File: src/rtl/lsu_pkg.sv
// Shared definitions for the load/store unit: access-size encodings, controller states,
// parameter defaults and the beat-crossing test used by both the controller and the aligner.
package lsu_pkg;

  localparam int DW_DEFAULT    = 32;
  localparam int AW_DEFAULT    = 32;
  localparam int SPLIT_DEFAULT = 1;

  typedef enum logic [1:0] {
    SZ_BYTE  = 2'b00,
    SZ_HALF  = 2'b01,
    SZ_WORD  = 2'b10,
    SZ_DWORD = 2'b11
  } size_e;

  typedef enum logic [2:0] {
    IDLE,
    REQ1,
    WAIT1,
    REQ2,
    WAIT2,
    RESP
  } state_e;

  // An access needs a second beat when its last byte falls past the end of the bus word.
  function automatic logic crosses_beat(input int off, input logic [1:0] size, input int nb);
    return (off + (1 << size)) > nb;
  endfunction

endpackage

File: src/rtl/lsu_align.sv
// Byte-lane steering for the load/store unit: byte enables for both beats, store-data
// rotation onto the bus lanes, and load-data extraction with sign/zero extension.
module lsu_align
  import lsu_pkg::*;
#(
  parameter int  DW = DW_DEFAULT,
  localparam int NB = DW / 8,
  localparam int OB = $clog2(NB)
) (
  input  logic [1:0]    size,
  input  logic          zext,
  input  logic [OB-1:0] off,
  input  logic [DW-1:0] wdata,
  input  logic [DW-1:0] beat1,
  input  logic [DW-1:0] beat2,
  output logic          split,
  output logic [NB-1:0] be1,
  output logic [NB-1:0] be2,
  output logic [DW-1:0] wdata_rot,
  output logic [DW-1:0] rdata
);

  logic [7:0]      lanes;
  logic [2*NB-1:0] be_full;
  logic [2*DW-1:0] wdup;
  logic [2*DW-1:0] rsh;
  logic [DW-1:0]   raw;
  logic [DW-1:0]   keep;
  logic            sign;

  always_comb begin
    // NOTE: give every combinational output a default before any branch; a path that
    // leaves one unassigned makes synthesis hold the old value in a latch.
    lanes = 8'hFF;
    keep  = '1;
    sign  = 1'b0;
    split = crosses_beat(int'(off), size, NB);

    // Byte enables spill past the first bus word into the second beat.
    case (size_e'(size))
      SZ_BYTE: lanes = 8'h01;
      SZ_HALF: lanes = 8'h03;
      SZ_WORD: lanes = 8'h0F;
      default: lanes = 8'hFF;
    endcase
    be_full = (2*NB)'(lanes) << off;
    be1     = be_full[NB-1:0];
    be2     = be_full[2*NB-1:NB];

    wdup      = {wdata, wdata} << {off, 3'b000};
    wdata_rot = wdup[2*DW-1:DW];

    rsh = {beat2, beat1} >> {off, 3'b000};
    raw = rsh[DW-1:0];
    case (size_e'(size))
      SZ_BYTE: begin keep = DW'(8'hFF);         sign = raw[7];    end
      SZ_HALF: begin keep = DW'(16'hFFFF);      sign = raw[15];   end
      SZ_WORD: begin keep = DW'(32'hFFFF_FFFF); sign = raw[31];   end
      default: begin keep = '1;                 sign = raw[DW-1]; end
    endcase
    rdata = (raw & keep) | ((sign && !zext) ? ~keep : '0);
  end

endmodule

File: src/rtl/lsu_mc.sv
// Load/store unit controller: accepts one core request at a time, issues one or two bus
// beats (misaligned accesses may straddle a bus word) and returns a one-cycle response.
module lsu_mc
  import lsu_pkg::*;
#(
  parameter int DW               = DW_DEFAULT,
  parameter int AW               = AW_DEFAULT,
  parameter int SPLIT_MISALIGNED = SPLIT_DEFAULT
) (
  input  logic            clk,
  input  logic            rstn,
  input  logic            req_valid,
  output logic            req_ready,
  input  logic            req_we,
  input  logic [1:0]      req_size,
  input  logic            req_unsigned,
  input  logic [AW-1:0]   req_addr,
  input  logic [DW-1:0]   req_wdata,
  output logic            resp_valid,
  output logic [DW-1:0]   resp_rdata,
  output logic            resp_err,
  output logic            bus_req,
  input  logic            bus_gnt,
  output logic [AW-1:0]   bus_addr,
  output logic            bus_we,
  output logic [DW/8-1:0] bus_be,
  output logic [DW-1:0]   bus_wdata,
  input  logic            bus_rvalid,
  input  logic [DW-1:0]   bus_rdata,
  input  logic            bus_err
);

  localparam int NB = DW / 8;
  localparam int OB = $clog2(NB);

  state_e          state, state_next;
  logic            accept, reject;
  logic            we_q, zext_q, err_q;
  logic [1:0]      size_q;
  logic [AW-1:0]   addr_q, base;
  logic [DW-1:0]   wdata_q, beat1_q, beat2_q;
  logic            split;
  logic [NB-1:0]   be1, be2;
  logic [DW-1:0]   wdata_rot, ld_data;

  assign accept = req_valid && (state == IDLE);
  assign reject = ((DW == 32) && (req_size == SZ_DWORD)) ||
                  ((SPLIT_MISALIGNED == 0) && crosses_beat(int'(req_addr[OB-1:0]), req_size, NB));
  assign base   = {addr_q[AW-1:OB], {OB{1'b0}}};

  lsu_align #(.DW(DW)) u_align (
    .size      (size_q),
    .zext      (zext_q),
    .off       (addr_q[OB-1:0]),
    .wdata     (wdata_q),
    .beat1     (beat1_q),
    .beat2     (beat2_q),
    .split     (split),
    .be1       (be1),
    .be2       (be2),
    .wdata_rot (wdata_rot),
    .rdata     (ld_data)
  );

  always_ff @(posedge clk or negedge rstn) begin
    // NOTE: sequential state uses non-blocking assignment so every flop samples the
    // pre-edge values no matter how the simulator orders the always blocks.
    if (!rstn) state <= IDLE;
    else       state <= state_next;
  end

  always_ff @(posedge clk or negedge rstn) begin
    // NOTE: captured request and beat registers are reset as well, so nothing from an
    // abandoned access can leak into a response after reset.
    if (!rstn) begin
      we_q    <= 1'b0;
      zext_q  <= 1'b0;
      err_q   <= 1'b0;
      size_q  <= '0;
      addr_q  <= '0;
      wdata_q <= '0;
      beat1_q <= '0;
      beat2_q <= '0;
    end else begin
      if (accept) begin
        we_q    <= req_we;
        zext_q  <= req_unsigned;
        size_q  <= req_size;
        addr_q  <= req_addr;
        wdata_q <= req_wdata;
        beat1_q <= '0;
        beat2_q <= '0;
        err_q   <= reject;
      end
      if (bus_rvalid && (state == WAIT1)) begin
        beat1_q <= bus_rdata;
        err_q   <= bus_err;
      end
      if (bus_rvalid && (state == WAIT2)) begin
        beat2_q <= bus_rdata;
        err_q   <= bus_err;
      end
    end
  end

  always_comb begin
    state_next = state;
    case (state)
      IDLE:    if (req_valid)  state_next = reject ? RESP : REQ1;
      REQ1:    if (bus_gnt)    state_next = WAIT1;
      WAIT1:   if (bus_rvalid) state_next = (bus_err || !split) ? RESP : REQ2;
      REQ2:    if (bus_gnt)    state_next = WAIT2;
      WAIT2:   if (bus_rvalid) state_next = RESP;
      RESP:                    state_next = IDLE;
      default:                 state_next = IDLE;
    endcase
  end

  // Outputs depend on state only, so they fall to their idle values as soon as reset hits.
  always_comb begin
    req_ready  = 1'b0;
    resp_valid = 1'b0;
    resp_err   = 1'b0;
    resp_rdata = '0;
    bus_req    = 1'b0;
    bus_addr   = '0;
    bus_we     = 1'b0;
    bus_be     = '0;
    bus_wdata  = '0;
    case (state)
      IDLE: req_ready = 1'b1;
      REQ1: begin
        bus_req   = 1'b1;
        bus_addr  = base;
        bus_we    = we_q;
        bus_be    = be1;
        bus_wdata = wdata_rot;
      end
      REQ2: begin
        bus_req   = 1'b1;
        bus_addr  = base + AW'(NB);
        bus_we    = we_q;
        bus_be    = be2;
        bus_wdata = wdata_rot;
      end
      RESP: begin
        resp_valid = 1'b1;
        resp_err   = err_q;
        resp_rdata = (we_q || err_q) ? '0 : ld_data;
      end
      default: ;
    endcase
  end

endmodule
File: config.mk
export PLATFORM = sky130hd
export DESIGN_NAME = lsu_mc
export DESIGN_NICKNAME = d
export VERILOG_FILES = /design/src/rtl/lsu_pkg.sv /design/src/rtl/lsu_align.sv /design/src/rtl/lsu_mc.sv
export SDC_FILE = /design/constraint.sdc
export NUM_CORES = 1
export LEC_CHECK = 0
export BUFFER_PORTS_ARGS = -buffer_cell sky130_fd_sc_hd__buf_2
export CORE_MARGIN = 1.5
export CORE_UTILIZATION = 45
export DETAILED_ROUTE_END_ITERATION = 8
export PLACE_DENSITY = 0.7
export SLEW_MARGIN = 30
export SYNTH_ARGS = -nofsm -noshare
export SYNTH_HDL_FRONTEND = slang
export SYNTH_SLANG_ARGS = --single-unit
File: constraint.sdc
create_clock -name clk -period 4.4 [get_ports clk]
set_input_delay 0.88 -clock clk [delete_from_list [all_inputs] [get_ports clk]]
set_output_delay 0.88 -clock clk [all_outputs]
set_load 0.02 [all_outputs]
Word-level counts from Yosys, hierarchy flattened. Cells that the tools add are included.

Add/sub/neg operators: 2. $lt $le $gt $ge: 1. Equality and inequality tests: 13. Shifts and indexed selects: 4. Muxes and demuxes: 28. Bitwise gates (word level): 3. Reductions and logical operators: 15.

Operators by type and width (number): 2-to-1 mux 32 bit (7); one-hot mux 32 bit (2 select lines) (2); left shift 64 x 5 -> 64 bit (1); >> shifter 64 x 5 -> 32 bit (1); adder 3 x 32 -> 32 bit (1); adder 32 x 3 -> 32 bit (second input constant) (1); bitwise AND 32 bit (1); greater-than comparator 32 x 4 -> 1 bit (second input constant) (1); NOT 32 bit (1); OR 32 bit (1); left shift 1 x 2 -> 32 bit (first input constant) (1); one-hot mux 8 bit (3 select lines) (1); 2-to-1 mux 3 bit (7); one-hot mux 3 bit (5 select lines) (1); != test 2 bit (second input constant) (5); 2-to-1 mux 1 bit (8); one-hot mux 4 bit (2 select lines) (1); left shift 8 x 2 -> 8 bit (1); equality test 3 x 2 -> 1 bit (second input constant) (2); equality test 3 bit (second input constant) (2); AND reduction 5 bit (1); equality test 2 bit (second input constant) (2); logical AND 1 bit (4); nonzero test 2 bit (2); 9 further kinds (11).

Register bits: 136. Input port bits: 106. Output and inout bits: 105. Word-level logic and storage cells: 75.

Depth between registers and ports, before layout.
Depth after elaboration: 8. Depth in mapped cells: 9. Depth with buffers taken out: 8.

Modules after synthesis. From an unflattened synthesis, not the netlist that was laid out.

Cell total of the unflattened synthesis: 954. Area total of the unflattened synthesis: 8460.6 sq um.

Modules (own cells, without submodules): lsu_mc (times used 1, cells an instance 769, area an instance 6667.6 sq um, seq. area each 3403.3 sq um); lsu_align (times used 1, cells an instance 185, area an instance 1793.0 sq um, seq. area each 0.0 sq um).

Worst setup path before layout. Ideal clock, no wire load.

Path kind: register to output. From: register addr_q[1]. To: output port bus_be[1]. Arrival time: 2240 ps. Required time: 3520 ps. Slack: 1280 ps. Stages on the path, launching flop included: 7. Buffers on the path: 2. Path through: dfrtp_1 > buf_2 > clkbuf_1 > inv_1 > a21oi_1 > nor2_1 > a2111oi_0.

Cells in the longest elaborated chain, start to end: 2.

Ends and longest elaborated chain: start: declaration (line lsu_mc.sv:40) `logic [AW-1:0] addr_q, base;`; start signal: assignment (line lsu_mc.sv:89) `addr_q <= req_addr;`; left shift 8 x 2 -> 8 bit (line lsu_align.sv:46) `be_full = (2*NB)'(lanes) << off;`; one-hot mux 4 bit (2 select lines) (line lsu_mc.sv:130) `case (state)`; end: declaration (line lsu_mc.sv:26) `output logic [DW/8-1:0] bus_be,`.

No other way between the ends.

Final worst setup path.
From: register state[1]. To: output port resp_rdata[19].

Cells in the longest elaborated chain, start to end: 2.

Ends and longest elaborated chain: start: declaration (line lsu_mc.sv:36) `state_e state, state_next;`; start signal: assignment (line lsu_mc.sv:69) `else state <= state_next;`; equality test 3 bit (line lsu_mc.sv:130); 2-to-1 mux 32 bit (line lsu_mc.sv:130); end: declaration (line lsu_mc.sv:20) `output logic [DW-1:0] resp_rdata,`.

No other way between the ends.

==> metrics.csv <==
stage,metric,value,unit
yosys,synth_area_leaders,"dfrtp_1 40%, mux4_2 17%, mux2_2 9.8%, nand2_1 5.9%, o21ai_0 4.9%",
setup_path,cp-start-kind,flip-flop,
clock_tree,clockBufferDepth,2,
pwr,finalPower,7.59,mW
placement,numPortBuffers,208,
global_route,grt_usage,23.0,%
detailed_routing,drc_errors,0,
setup_path,cp_max_fo,21,
clock_tree,clock-sinks,128,
die,ioPinCount,211,
detailed_routing,wire_per_inst,17.5,µm
timing,tns,0,ns
setup_path,rrSetupSlack,1.57,ns
setup_path,slowest_delay,0.56,ns
finish,syn_to_final_growth,22.6,%
setup_path,crit_family,simple AND/OR/NAND/NOR gates,
timing,max_clock_freq,266,MHz
setup_path,critical_path_buf_inv_count,2,
detailed_routing,ant_nets,0,
placement,dp_cells,1157,
clock_tree,worstSkewPairLatency,0.43,ns
clock_tree,root_buffer,clkbuf_16,
setup_path,reg2reg_depth,8,
yosys,synth_warnings,0,
global_route,grtUsageMet1,31.9,%
timing,finalSetupViolations,0,
yosys,synth_flop_cell,dfrtp_1,
die,die-area,18700,µm²
yosys,ys_async_sr_fraction,100,%
finish,finalNetCount,1061,
setup_path,slowest_stage,or3_1,
pwr,power_leakage,4.35,nW
pwr,vdd_drop_max,422,µV
clock_tree,numCtsBuffers,17,
yosys,yosys.area.top_type_share,39.7,%
timing,slew_headroom,43.3,%
setup_path,path_class,reg2out,
yosys,yosysUniqueCellTypes,47,
yosys,synth_top_area_cell,dfrtp_1,
die,die_w,137,µm
die,die_h,137,µm
clock_tree,cts_resized,0,
setup_path,rr_startpoint,size_q[0]$_DFFE_PN0P_,
global_route,top_usage_layer,met2,
yosys,ys_seq_area_share,39.7,%
detailed_routing,avgViaCountPerCell,5.67,
placement,post_dp_cell_area,9250,µm²
global_route,grt_pass1_wl,33.0,mm
outcome,status,"finished, final reports clean",
flow_run,maxCapViolations,0,
yosys,syn-cell-area,8070,µm²
yosys,synth_most_common_cell,dfrtp_1,
clock_tree,htreeDepth,4,
yosys,syn_avg_cell_area,10.4,µm²
finish,fin_cells,1190,
die,rows,48,
placement,dp_slack,1.08,ns
min_path,hold_path.class,in2async,
timing,maxSlewViolCount,0,
setup_path,worstPathArrival,2.87,ns
clock_tree,clk_pin_slew,0.07,ns
finish,final.fill_count,1518,
global_route,antenna_found_initial,3,
timing,rsz0062_at_grt,false,
global_route,groute.layer.met2.usage,35.5,%
global_route,grt_pass1_vias,6259,
global_route,gr-usage-met3,5.15,%
timing,hold_viol,0,
yosys,synth_common_cells,"128 x dfrtp_1, 126 x nand2_1, 79 x o21ai_0",
setup_path,endpoint_kind,output pin,
placement,place_congestion,0.843,
placement,dp_hpwl,14.5,mm
yosys,synthCells,779,
global_route,overflow,0,
global_route,grt_max_degree,76,
yosys,ys_ff_latch,128,
detailed_routing,drtIter0Drc,433,
detailed_routing,via_count,6750,
setup_path,r2r_end,state[2]$_DFFE_PN0P_,
die,coreArea,17400,µm²
setup_path,required,3.52,ns
timing,worst_slack,0.646,ns
yosys,synth-edff-count,0,
clock_tree,cts_tree,done,
timing,finalCriticalPeriod,3.75,ns
detailed_routing,wl,20.8,mm
clock_tree,hold_buffers,0,
finish,final_area,9890,µm²
timing,tightest_slew,0.849,ns
timing,skew,0.0114,ns
pwr,p_per_area,767,nW/µm²
clock_tree,post_cts.repair.setup_buffers,0,
detailed_routing,firstDrtPassIters,5,
timing,period_share,85.3,%
setup_path,crit_chain,buf_4 -> nand3b_1 -> or3_1 -> or2_2 -> o21ai_0 -> buf_2,
finish,drive_gt1_share,40.9,%
die,start_util,46.3,%
## layout make-up
| type | instances | area (µm²) | area share (%) |
|---|---|---|---|
| flip-flops and latches | 128 | 3210 | 32.5 |
| inverters | 21 | 78.8 | 0.797 |
| well taps | 225 | 282 | 2.85 |
| multi-input cells | 563 | 4530 | 45.8 |
| diodes | 1 | 2.50 | 0.0253 |
| repair buffers | 220 | 1160 | 11.7 |
| clock inverters | 15 | 208 | 2.10 |
| clock buffers | 17 | 425 | 4.30 |
## layout by cell type, fill, tap and decap left out, types with 4 or more instances in the layout
cell	synthesis	final
o21ai_1	6	6
o21ai_0	79	79
nand3_1	10	10
a21oi_1	29	29
xor2_1	11	11
buf_4	3	11
or3_1	9	9
buf_2	12	207
clkbuf_16	0	17
mux2_2	70	70
bufinv_16	0	4
and4_1	5	5
dfrtp_1	128	126
nor2_1	27	27
nand2_1	126	126
inv_1	21	21
and2_1	34	34
inv_6	0	4
o21a_1	11	11
or4_1	8	8
nand4_1	13	13
nor2b_1	10	10
mux2i_1	6	6
nor3_1	5	4
mux4_2	62	62
o31ai_1	8	8
clkinvlp_4	0	4
## report_power, final
group	internal, mW	total [mW]	leakage [nW]	switching [mW]
Clock	0.955	1.52	0.297	0.568
Combinational	1.84	3.65	2.44	1.80
Sequential	1.71	2.42	1.61	0.712
Total	4.51	7.59	4.35	3.08
## per-layer routing
layer	wire, µm	vias up	share of wire, %
met1	9150	3327	44
met5	10	-	0.048
met4	420	2	2.0
met2	9820	235	47
met3	1420	31	6.8
li1	-	3155	-
## worst max-delay path by stage
stage	from	end	slack (ns)	depth (start not counted)
2_1_floorplan	addr_q[1]$_DFFE_PN0P_	bus_be[1]	1.28	6
3_3_place_gp	state[1]$_DFFE_PN0P_	resp_rdata[18]	1.08	6
3_5_place_dp	state[1]$_DFFE_PN0P_	resp_rdata[19]	1.08	6
4_1_cts	state[1]$_DFFE_PN0P_	resp_rdata[19]	0.62	6
5_1_grt	addr_q[0]$_DFFE_PN0P_	resp_rdata[17]	0.50	5
6_report	state[1]$_DFFE_PN0P_	resp_rdata[19]	0.65	6
## worst reg2reg max path: stages, from the launching register on
cell,delay [ns]
dfrtp_1,0.49
nor2_1,0.69
ha_1,0.30
inv_1,0.06
fa_1,0.37
or2_2,0.28
a21oi_1,0.12
o21ai_0,0.15
a31o_2,0.26
## cell families after synthesis
group,after synthesis,synth area share (%)
mux,138,27.8
flops,128,39.7
fa+ha+maj,4,0.714
buf+inv,89,4.47
compound gates,142,9.77
other cells,1,0.0465
xor+xnor,14,1.52
simple gates,263,15.9
## stage by stage
stage / hold slack [ns] / utilization (%)
after detailed placement: 0.521 / 53.1
after global routing: 0.519 / 56.8
after CTS: 0.494 / 56.8
after floorplan: 0.487 / -
after global placement: 0.514 / 52.9
final: 0.457 / 56.8
## sequential cells by signal, indices dropped and copies added (netlist names)
register,count
addr_q,32
zext_q,1
err_q,1
beat2_q,24
beat1_q,32
state,3
wdata_q,32
size_q,2
we_q,1
Power figures use the tool's default switching activity.
